File: config.mk
export PLATFORM = sky130hd
export DESIGN_NAME = serializer_flat
export DESIGN_NICKNAME = d
export VERILOG_FILES = /design/src/rtl/serializer_if.sv /design/src/rtl/serializer.sv /design/src/flat_wrapper.sv
export SDC_FILE = /design/constraint.sdc
export NUM_CORES = 1
export LEC_CHECK = 0
export CORE_AREA = 8 8 63 65
export CTS_CLUSTER_SIZE = 40
export DETAILED_ROUTE_END_ITERATION = 7
export DIE_AREA = 0 0 71 73
export PLACE_DENSITY = 0.67
export REMOVE_ABC_BUFFERS = 1
export SLEW_MARGIN = 15
export SYNTH_ARGS = -nofsm -noshare
export SYNTH_HDL_FRONTEND = slang
export SYNTH_SLANG_ARGS = --single-unit
File: constraint.sdc
create_clock -name clk -period 1.7 [get_ports clk]
set_input_delay 0.17 -clock clk [delete_from_list [all_inputs] [get_ports clk]]
set_output_delay 0.17 -clock clk [all_outputs]
set_load 0.05 [all_outputs]
File: src/rtl/serializer_if.sv
// serializer_if: word handshake between a producer and the serializer.
//   in_data   word to transmit (DATA_WIDTH bits)
//   in_valid  producer has a word on in_data
//   in_ready  serializer holding buffer is empty; a word moves on in_valid && in_ready
// Modports: master = producer side, slave = serializer side.
`timescale 1ns/1ps
interface serializer_if #(
  parameter int DATA_WIDTH = 8
) ();
  logic [DATA_WIDTH-1:0] in_data;
  logic                  in_valid;
  logic                  in_ready;

  modport master (output in_data, output in_valid, input in_ready);
  modport slave  (input in_data, input in_valid, output in_ready);
endinterface

File: src/rtl/serializer.sv
// serializer: parallel-to-serial transmit stage.
// Words arrive over a valid/ready handshake into a 1-entry holding buffer.
// Each word is shifted out MSB first on serial_out. A 1-cycle enable strobe
// marks the first cycle of every bit period, and start accompanies the
// enable of bit 0. A matching deserializer wired port-to-port rebuilds the
// word unchanged.
// Ports:
//   clk        clock, posedge
//   rst_n      synchronous active-low reset
//   bus        serializer_if.slave (in_data, in_valid, in_ready)
//   serial_out current serial bit, held for the whole bit period and while idle
//   enable     strobe on the first cycle of each bit period
//   start      high with the enable of bit 0 only
//   busy       shifting, in inter-frame gap, or holding a buffered word
//   frame_cnt  completed frames (16-bit, wraps)
// Optional feature: define SER_FRAME_CNT_EN to build the frame counter;
// without it frame_cnt is constant zero.
`timescale 1ns/1ps
module serializer #(
  parameter int DATA_WIDTH = 8,
  parameter int BIT_PERIOD = 1,
  parameter int GAP_CYCLES = 0
) (
  input  logic        clk,
  input  logic        rst_n,
  serializer_if.slave bus,
  output logic        serial_out,
  output logic        enable,
  output logic        start,
  output logic        busy,
  output logic [15:0] frame_cnt
);

  localparam int TMR_W = (BIT_PERIOD > 1) ? $clog2(BIT_PERIOD) : 1;
  localparam int BIT_W = $clog2(DATA_WIDTH);
  localparam int GAP_W = (GAP_CYCLES > 1) ? $clog2(GAP_CYCLES) : 1;
  localparam logic [TMR_W-1:0] TMR_LAST = TMR_W'(BIT_PERIOD - 1);
  localparam logic [BIT_W-1:0] BIT_LAST = BIT_W'(DATA_WIDTH - 1);
  localparam logic [GAP_W-1:0] GAP_LAST = GAP_W'((GAP_CYCLES > 0) ? (GAP_CYCLES - 1) : 0);

  typedef enum logic [1:0] {
    ST_IDLE  = 2'd0,
    ST_SHIFT = 2'd1,
    ST_GAP   = 2'd2
  } state_t;

  state_t                state_r, state_s;
  logic [DATA_WIDTH-1:0] buf_r;
  logic                  buf_full_r, buf_full_s;
  logic [DATA_WIDTH-1:0] shreg_r, shreg_s;
  logic [BIT_W-1:0]      bit_cnt_r, bit_cnt_s;
  logic [TMR_W-1:0]      tmr_r, tmr_s;
  logic [GAP_W-1:0]      gap_cnt_r, gap_cnt_s;
  logic                  take_s;
  logic                  accept_s;
  logic                  enable_s, start_s, serial_out_s, busy_s;
  logic                  serial_out_r, enable_r, start_r, busy_r;

  assign accept_s     = bus.in_valid && !buf_full_r;
  assign bus.in_ready = ~buf_full_r;
  assign serial_out   = serial_out_r;
  assign enable       = enable_r;
  assign start        = start_r;
  assign busy         = busy_r;

  // Next-state logic: frame sequencing, bit timer, gap timer and buffer hand-off.
  always_comb begin
    state_s   = state_r;
    shreg_s   = shreg_r;
    bit_cnt_s = bit_cnt_r;
    tmr_s     = tmr_r;
    gap_cnt_s = gap_cnt_r;
    take_s    = 1'b0;
    case (state_r)
      ST_IDLE: begin
        if (buf_full_r) begin
          take_s    = 1'b1;
          shreg_s   = buf_r;
          bit_cnt_s = '0;
          tmr_s     = '0;
          state_s   = ST_SHIFT;
        end else begin
          state_s = ST_IDLE;
        end
      end
      ST_SHIFT: begin
        if (tmr_r == TMR_LAST) begin
          shreg_s   = {shreg_r[DATA_WIDTH-2:0], 1'b0};
          bit_cnt_s = bit_cnt_r + 1'b1;
          tmr_s     = '0;
          if (bit_cnt_r == BIT_LAST) begin
            // Last bit period ends: gap first, otherwise chain straight into
            // the buffered word so back-to-back frames keep enable continuous.
            if (GAP_CYCLES > 0) begin
              gap_cnt_s = '0;
              state_s   = ST_GAP;
            end else if (buf_full_r) begin
              take_s    = 1'b1;
              shreg_s   = buf_r;
              bit_cnt_s = '0;
              state_s   = ST_SHIFT;
            end else begin
              state_s = ST_IDLE;
            end
          end else begin
            state_s = ST_SHIFT;
          end
        end else begin
          tmr_s = tmr_r + 1'b1;
        end
      end
      ST_GAP: begin
        if (gap_cnt_r == GAP_LAST) begin
          if (buf_full_r) begin
            take_s    = 1'b1;
            shreg_s   = buf_r;
            bit_cnt_s = '0;
            tmr_s     = '0;
            state_s   = ST_SHIFT;
          end else begin
            state_s = ST_IDLE;
          end
        end else begin
          gap_cnt_s = gap_cnt_r + 1'b1;
        end
      end
      default: begin
        state_s = ST_IDLE;
      end
    endcase
  end

  // Output decode: values the output registers take at the next edge.
  always_comb begin
    enable_s     = (state_r == ST_SHIFT) && (tmr_r == '0);
    start_s      = enable_s && (bit_cnt_r == '0);
    serial_out_s = serial_out_r;
    if (enable_s) begin
      serial_out_s = shreg_r[DATA_WIDTH-1];
    end else begin
      serial_out_s = serial_out_r;
    end
    // Accept and take are mutually exclusive because in_ready is low while full.
    if (accept_s) begin
      buf_full_s = 1'b1;
    end else if (take_s) begin
      buf_full_s = 1'b0;
    end else begin
      buf_full_s = buf_full_r;
    end
    busy_s = (state_s != ST_IDLE) || buf_full_s;
  end

  // State, datapath and registered outputs.
  always_ff @(posedge clk) begin
    if (!rst_n) begin
      state_r      <= ST_IDLE;
      buf_r        <= '0;
      buf_full_r   <= 1'b0;
      shreg_r      <= '0;
      bit_cnt_r    <= '0;
      tmr_r        <= '0;
      gap_cnt_r    <= '0;
      serial_out_r <= 1'b0;
      enable_r     <= 1'b0;
      start_r      <= 1'b0;
      busy_r       <= 1'b0;
    end else begin
      state_r      <= state_s;
      buf_full_r   <= buf_full_s;
      shreg_r      <= shreg_s;
      bit_cnt_r    <= bit_cnt_s;
      tmr_r        <= tmr_s;
      gap_cnt_r    <= gap_cnt_s;
      serial_out_r <= serial_out_s;
      enable_r     <= enable_s;
      start_r      <= start_s;
      busy_r       <= busy_s;
      if (accept_s) begin
        buf_r <= bus.in_data;
      end else begin
        buf_r <= buf_r;
      end
    end
  end

`ifdef SER_FRAME_CNT_EN
  logic [15:0] frame_cnt_r;
  logic        frame_end_s;

  assign frame_end_s = (state_r == ST_SHIFT) && (tmr_r == TMR_LAST) && (bit_cnt_r == BIT_LAST);
  assign frame_cnt   = frame_cnt_r;

  // Completed-frame counter, wraps naturally at 16 bits.
  always_ff @(posedge clk) begin
    if (!rst_n) begin
      frame_cnt_r <= 16'h0000;
    end else if (frame_end_s) begin
      frame_cnt_r <= frame_cnt_r + 16'h0001;
    end else begin
      frame_cnt_r <= frame_cnt_r;
    end
  end
`else
  assign frame_cnt = 16'h0000;
`endif

endmodule
File: src/flat_wrapper.sv
// flat-port wrapper written by rule: the top's interface ports become plain ports
module serializer_flat 
#(
  parameter int DATA_WIDTH = 8,
  parameter int BIT_PERIOD = 1,
  parameter int GAP_CYCLES = 0
)
  (clk, rst_n, serial_out, enable, start, busy, frame_cnt, bus_in_data, bus_in_valid, bus_in_ready);
  serializer_if #(.DATA_WIDTH(DATA_WIDTH)) bus_i ();
  input  logic clk;
  input  logic rst_n;
  output logic serial_out;
  output logic enable;
  output logic start;
  output logic busy;
  output logic [15:0] frame_cnt;
  input wire logic [$bits(bus_i.in_data)-1:0] bus_in_data;
  input wire logic [$bits(bus_i.in_valid)-1:0] bus_in_valid;
  output wire logic [$bits(bus_i.in_ready)-1:0] bus_in_ready;
  assign bus_i.in_data = bus_in_data;
  assign bus_i.in_valid = bus_in_valid;
  assign bus_in_ready = bus_i.in_ready;
  serializer #(.DATA_WIDTH(DATA_WIDTH), .BIT_PERIOD(BIT_PERIOD), .GAP_CYCLES(GAP_CYCLES)) u_core (.clk(clk), .rst_n(rst_n), .bus(bus_i), .serial_out(serial_out), .enable(enable), .start(start), .busy(busy), .frame_cnt(frame_cnt));
endmodule
==> impl_results.rst <==
.. list-table::
   :header-rows: 1

   * - Metric
     - Value
   * - Cell Pwr Density
     - about 910 nW/µm²
   * - Antenna Cells
     - 0
   * - DRC marker count from the first detailed-route iteration
     - 22
   * - Worst path slowest cell
     - sky130_fd_sc_hd__clkdlybuf4s50_1
   * - Instance count on the critical path
     - 1
   * - Yosys warnings
     - 0
   * - Final total power
     - 1160 µW
   * - Standard-cell rows
     - 20
   * - Share of layout cells above drive strength 1
     - 6.57%
   * - Core region area
     - between 2000 and 3000 µm²
   * - Cell Area, Synth
     - 1150 µm²
   * - Cts hold-fix bufs
     - 0
   * - Worst slew margin relative to its limit
     - between 60 and 70%
   * - Kind of end point of the critical path
     - output pin
   * - Setup repair after global routing missed its margin
     - false
   * - Worst clock skew on the final layout
     - 0.00334 ns
   * - Outcome
     - finished clean
   * - Net switching component of the power
     - around 370 µW
   * - CTS Root Buffer Type
     - sky130_fd_sc_hd__clkbuf_4
   * - Final setup violation count
     - 0
   * - Count of mapped cells out of synthesis
     - about 120
   * - Sequential power share
     - around 56%
   * - Max FO, Critical Path
     - 2
   * - Post-synthesis area per instance
     - ~9.3 µm²
   * - Clock sink count
     - 25
   * - Antenna violations before repair
     - 0
   * - Flop and latch count out of synthesis
     - 25
   * - Most common library cell in the layout ignoring fill and taps
     - sky130_fd_sc_hd__dfxtp_1
   * - Total of buffers placed on input and output ports
     - 15
   * - Post-CTS Resized
     - 0
   * - Internal power summed over all cells
     - 792 µW
   * - Estimated wirelength of the detail-placed design
     - 1.59 mm
   * - Clock tree from TritonCTS
     - built
   * - Logic gate share of total power
     - between 20% and 30%
   * - Final number of max-transition violations
     - 0
   * - H-tree lvl count
     - 1
   * - Class of the worst hold path
     - in2reg
   * - Total Wirelength
     - 2.02 mm
   * - Summed negative setup slack over all endpoints
     - 0 ns
   * - Post-route ant nets
     - 0
   * - Share of the clock period used by the worst path after layout
     - approximately 97%
   * - Drt drc
     - 0
   * - Number of maximum-capacitance violations
     - 0
   * - Vias in the first global route
     - about 770
   * - Pin count of the biggest net entering global routing
     - 19
   * - Congestion Overflow GR
     - 0
   * - Min Tclk post-route
     - roughly 1.6 ns
   * - Clock network fraction of design power
     - about 23%
   * - CTS max path bufs
     - 2
   * - Cell family with the largest share of critical-path delay
     - buffers and inverters
   * - Share of the yosys chip area belonging to registers
     - 43.7%
   * - Worst hold slack
     - about 0.40 ns
   * - Cell count of the worst reg-to-reg path
     - 6
   * - Top library cells by usage in the layout, fill and taps aside
     - sky130_fd_sc_hd__dfxtp_1, sky130_fd_sc_hd__nand2_1, sky130_fd_sc_hd__conb_1, sky130_fd_sc_hd__clkdlybuf4s50_1, sky130_fd_sc_hd__mux2i_1
   * - Critical path's largest stage delay
     - around 0.80 ns
   * - Timing-limited maximum frequency
     - around 600 MHz
   * - Number of different library cells in the post-synthesis netlist
     - 24
   * - Startpoint kind of the worst setup timing path
     - flop
   * - Final design utilization
     - around 43%
   * - Die Y-Extent
     - about 73 µm
   * - Via density per instance
     - 4.59
   * - Worst hold path stage count
     - 3
   * - Required time at the endpoint of the critical path
     - about 1.5 ns
   * - DIE WIDTH
     - 71 µm
   * - Die area
     - between 5000 and 6000 µm²
   * - Nets
     - 152
   * - Number of detailed-route iterations in the first pass
     - 6
   * - CP Buf/Inv Count
     - 1
   * - Cells traversed along the worst timing path
     - clkdlybuf4s50_1
   * - Initial Utilization
     - 38.8%
   * - Total track usage
     - roughly 7.9%
   * - Data arrival time of the worst path
     - about 1.5 ns
   * - Worst-Margin Slew
     - between 0.5 and 0.6 ns
   * - Type of the setup path with the least slack
     - reg2out
   * - Reg clk slew, reported paths
     - 0.13 ns
   * - Leakage
     - a little over 0.0005 µW
   * - Gp weighted congestion
     - roughly 0.70
   * - Number of CTS-inserted buffers
     - 3
   * - Total number of vias
     - slightly below 800
   * - Routed len/inst
     - 11.9 µm
   * - Peak ir drop on the vdd network
     - 0.000424 V
   * - Clock latency at the later pin of the worst-skew pair
     - between 0.3 and 0.4 ns
   * - Sw Share
     - a little under a third
   * - Fin. Hold Viols
     - 0
   * - Finished Cell Area
     - around 1300 µm²
   * - Number of buffers inserted by post-CTS setup repair
     - 0
   * - First-pass GRT wire length
     - approximately 3.4 mm
   * - Number of I/O pins
     - 32
   * - Cell area reported after detailed placement
     - around 1200 µm²
   * - Layout-stage area growth over the synthesis result
     - 10.8%
==> worst register-to-register path, stage by stage, from the launching register on <==
cell	delay, ns
sky130_fd_sc_hd__dfxtp_1	0.36
sky130_fd_sc_hd__ha_1	0.21
sky130_fd_sc_hd__ha_1	0.22
sky130_fd_sc_hd__a21boi_2	0.12
sky130_fd_sc_hd__buf_4	0.20
sky130_fd_sc_hd__mux2i_1	0.20
sky130_fd_sc_hd__a21oi_1	0.08
==> power by group through the flow <==
| stage | logic, µW | clock network (µW) | registers, µW |
|---|---|---|---|
| 4_1_cts | 246 | 271 | 649 |
| 2_1_floorplan | 163 | 0 | 673 |
| 3_5_place_dp | 246 | 0 | 662 |
| 6_report | 245 | 263 | 649 |
| 3_3_place_gp | 241 | 0 | 660 |
| 5_1_grt | 265 | 289 | 655 |
==> layer usage <==
layer | vias to the layer above | track usage (%) | routed length [µm]
met4 | 0 | 1.39 | 11
met5 | - | 0 | 0
li1 | 400 | - | -
met1 | 360 | 7.95 | 855
met2 | 18 | 15.0 | 1040
met3 | 2 | 3.30 | 112
==> cells in the mapped netlist <==
cell                        count  area [µm²]
sky130_fd_sc_hd__nor2b_1        8        50.1
sky130_fd_sc_hd__and2_1         1        6.26
sky130_fd_sc_hd__o31a_1         1        8.76
sky130_fd_sc_hd__o21a_1         1        7.51
sky130_fd_sc_hd__inv_1          3        11.3
sky130_fd_sc_hd__a21boi_0       8        60.1
sky130_fd_sc_hd__a21oi_1        8        40.0
sky130_fd_sc_hd__buf_2          2        10.0
sky130_fd_sc_hd__buf_4         16         120
sky130_fd_sc_hd__or2_1          1        6.26
sky130_fd_sc_hd__dfxtp_1       25         500
sky130_fd_sc_hd__conb_1         1        3.75
sky130_fd_sc_hd__a22oi_1        2        15.0
sky130_fd_sc_hd__mux2i_1        9        90.1
sky130_fd_sc_hd__and3b_1        1        8.76
sky130_fd_sc_hd__a2bb2oi_1      1        8.76
sky130_fd_sc_hd__nor2_1         1        3.75
sky130_fd_sc_hd__ha_1           3        37.5
sky130_fd_sc_hd__buf_6          3        33.8
sky130_fd_sc_hd__nand2_1       17        63.8
sky130_fd_sc_hd__nand2b_1       1        6.26
sky130_fd_sc_hd__o21ai_0        7        35.0
sky130_fd_sc_hd__clkbuf_1       2        7.51
sky130_fd_sc_hd__a21boi_2       1        11.3
==> metrics by stage <==
| step | std cells | setup WS [ns] |
|---|---|---|
| floorplan | 115 | 0.133 |
| global placement | 166 | 0.221 |
| detailed placement | 166 | 0.198 |
| CTS | 170 | 0.0389 |
| global route | 170 | 0.0181 |
| finish | 170 | 0.0547 |
==> state kept, by name, summed over array words and instances (netlist names) <==
name and count:
u_core.enable 1, u_core.buf_full_r 1, u_core.serial_out 1, u_core.buf_r 8, u_core.busy 1, u_core.shreg_r 8
u_core.bit_cnt_r 3, u_core.state_r 1, u_core.start 1
==> path summary, 6_finish.rpt <==
check                                    endpoint  slack (ns)           startpoint
worst max-delay path                   serial_out        0.05    u_core.serial_out
worst min-delay path              u_core.buf_r[5]        0.40       bus_in_data[5]
worst max register to register  u_core.shreg_r[1]        0.19  u_core.bit_cnt_r[0]
worst min register to register    u_core.buf_r[4]        0.47      u_core.buf_r[4]
==> cells by family (layout without fill, tap and decap cells) <==
family / count (synthesis) / after routing / share of synthesized area, %
AOI/OAI and AO/OA: 29 / 29 / 16.3
adders and majority gates: 3 / 3 / 3.28
buffers and inverters: 26 / 25 / 15.9
DFF: 25 / 25 / 43.7
muxes: 9 / 9 / 7.86
other: 1 / 16 / 0.327
and+or+nand+nor: 30 / 30 / 12.7
==> layout make-up <==
| class | count | area (µm²) |
|---|---|---|
| tap | 33 | 41.3 |
| multi-input combinational | 87 | 519 |
| clock buffer | 3 | 22.5 |
| inverter | 3 | 11.3 |
| sequential | 25 | 500 |
| clock inverter | 1 | 5.00 |
| fill | 307 | 1680 |
| timing repair buffer | 18 | 170 |
Power figures use the tool's default switching activity.
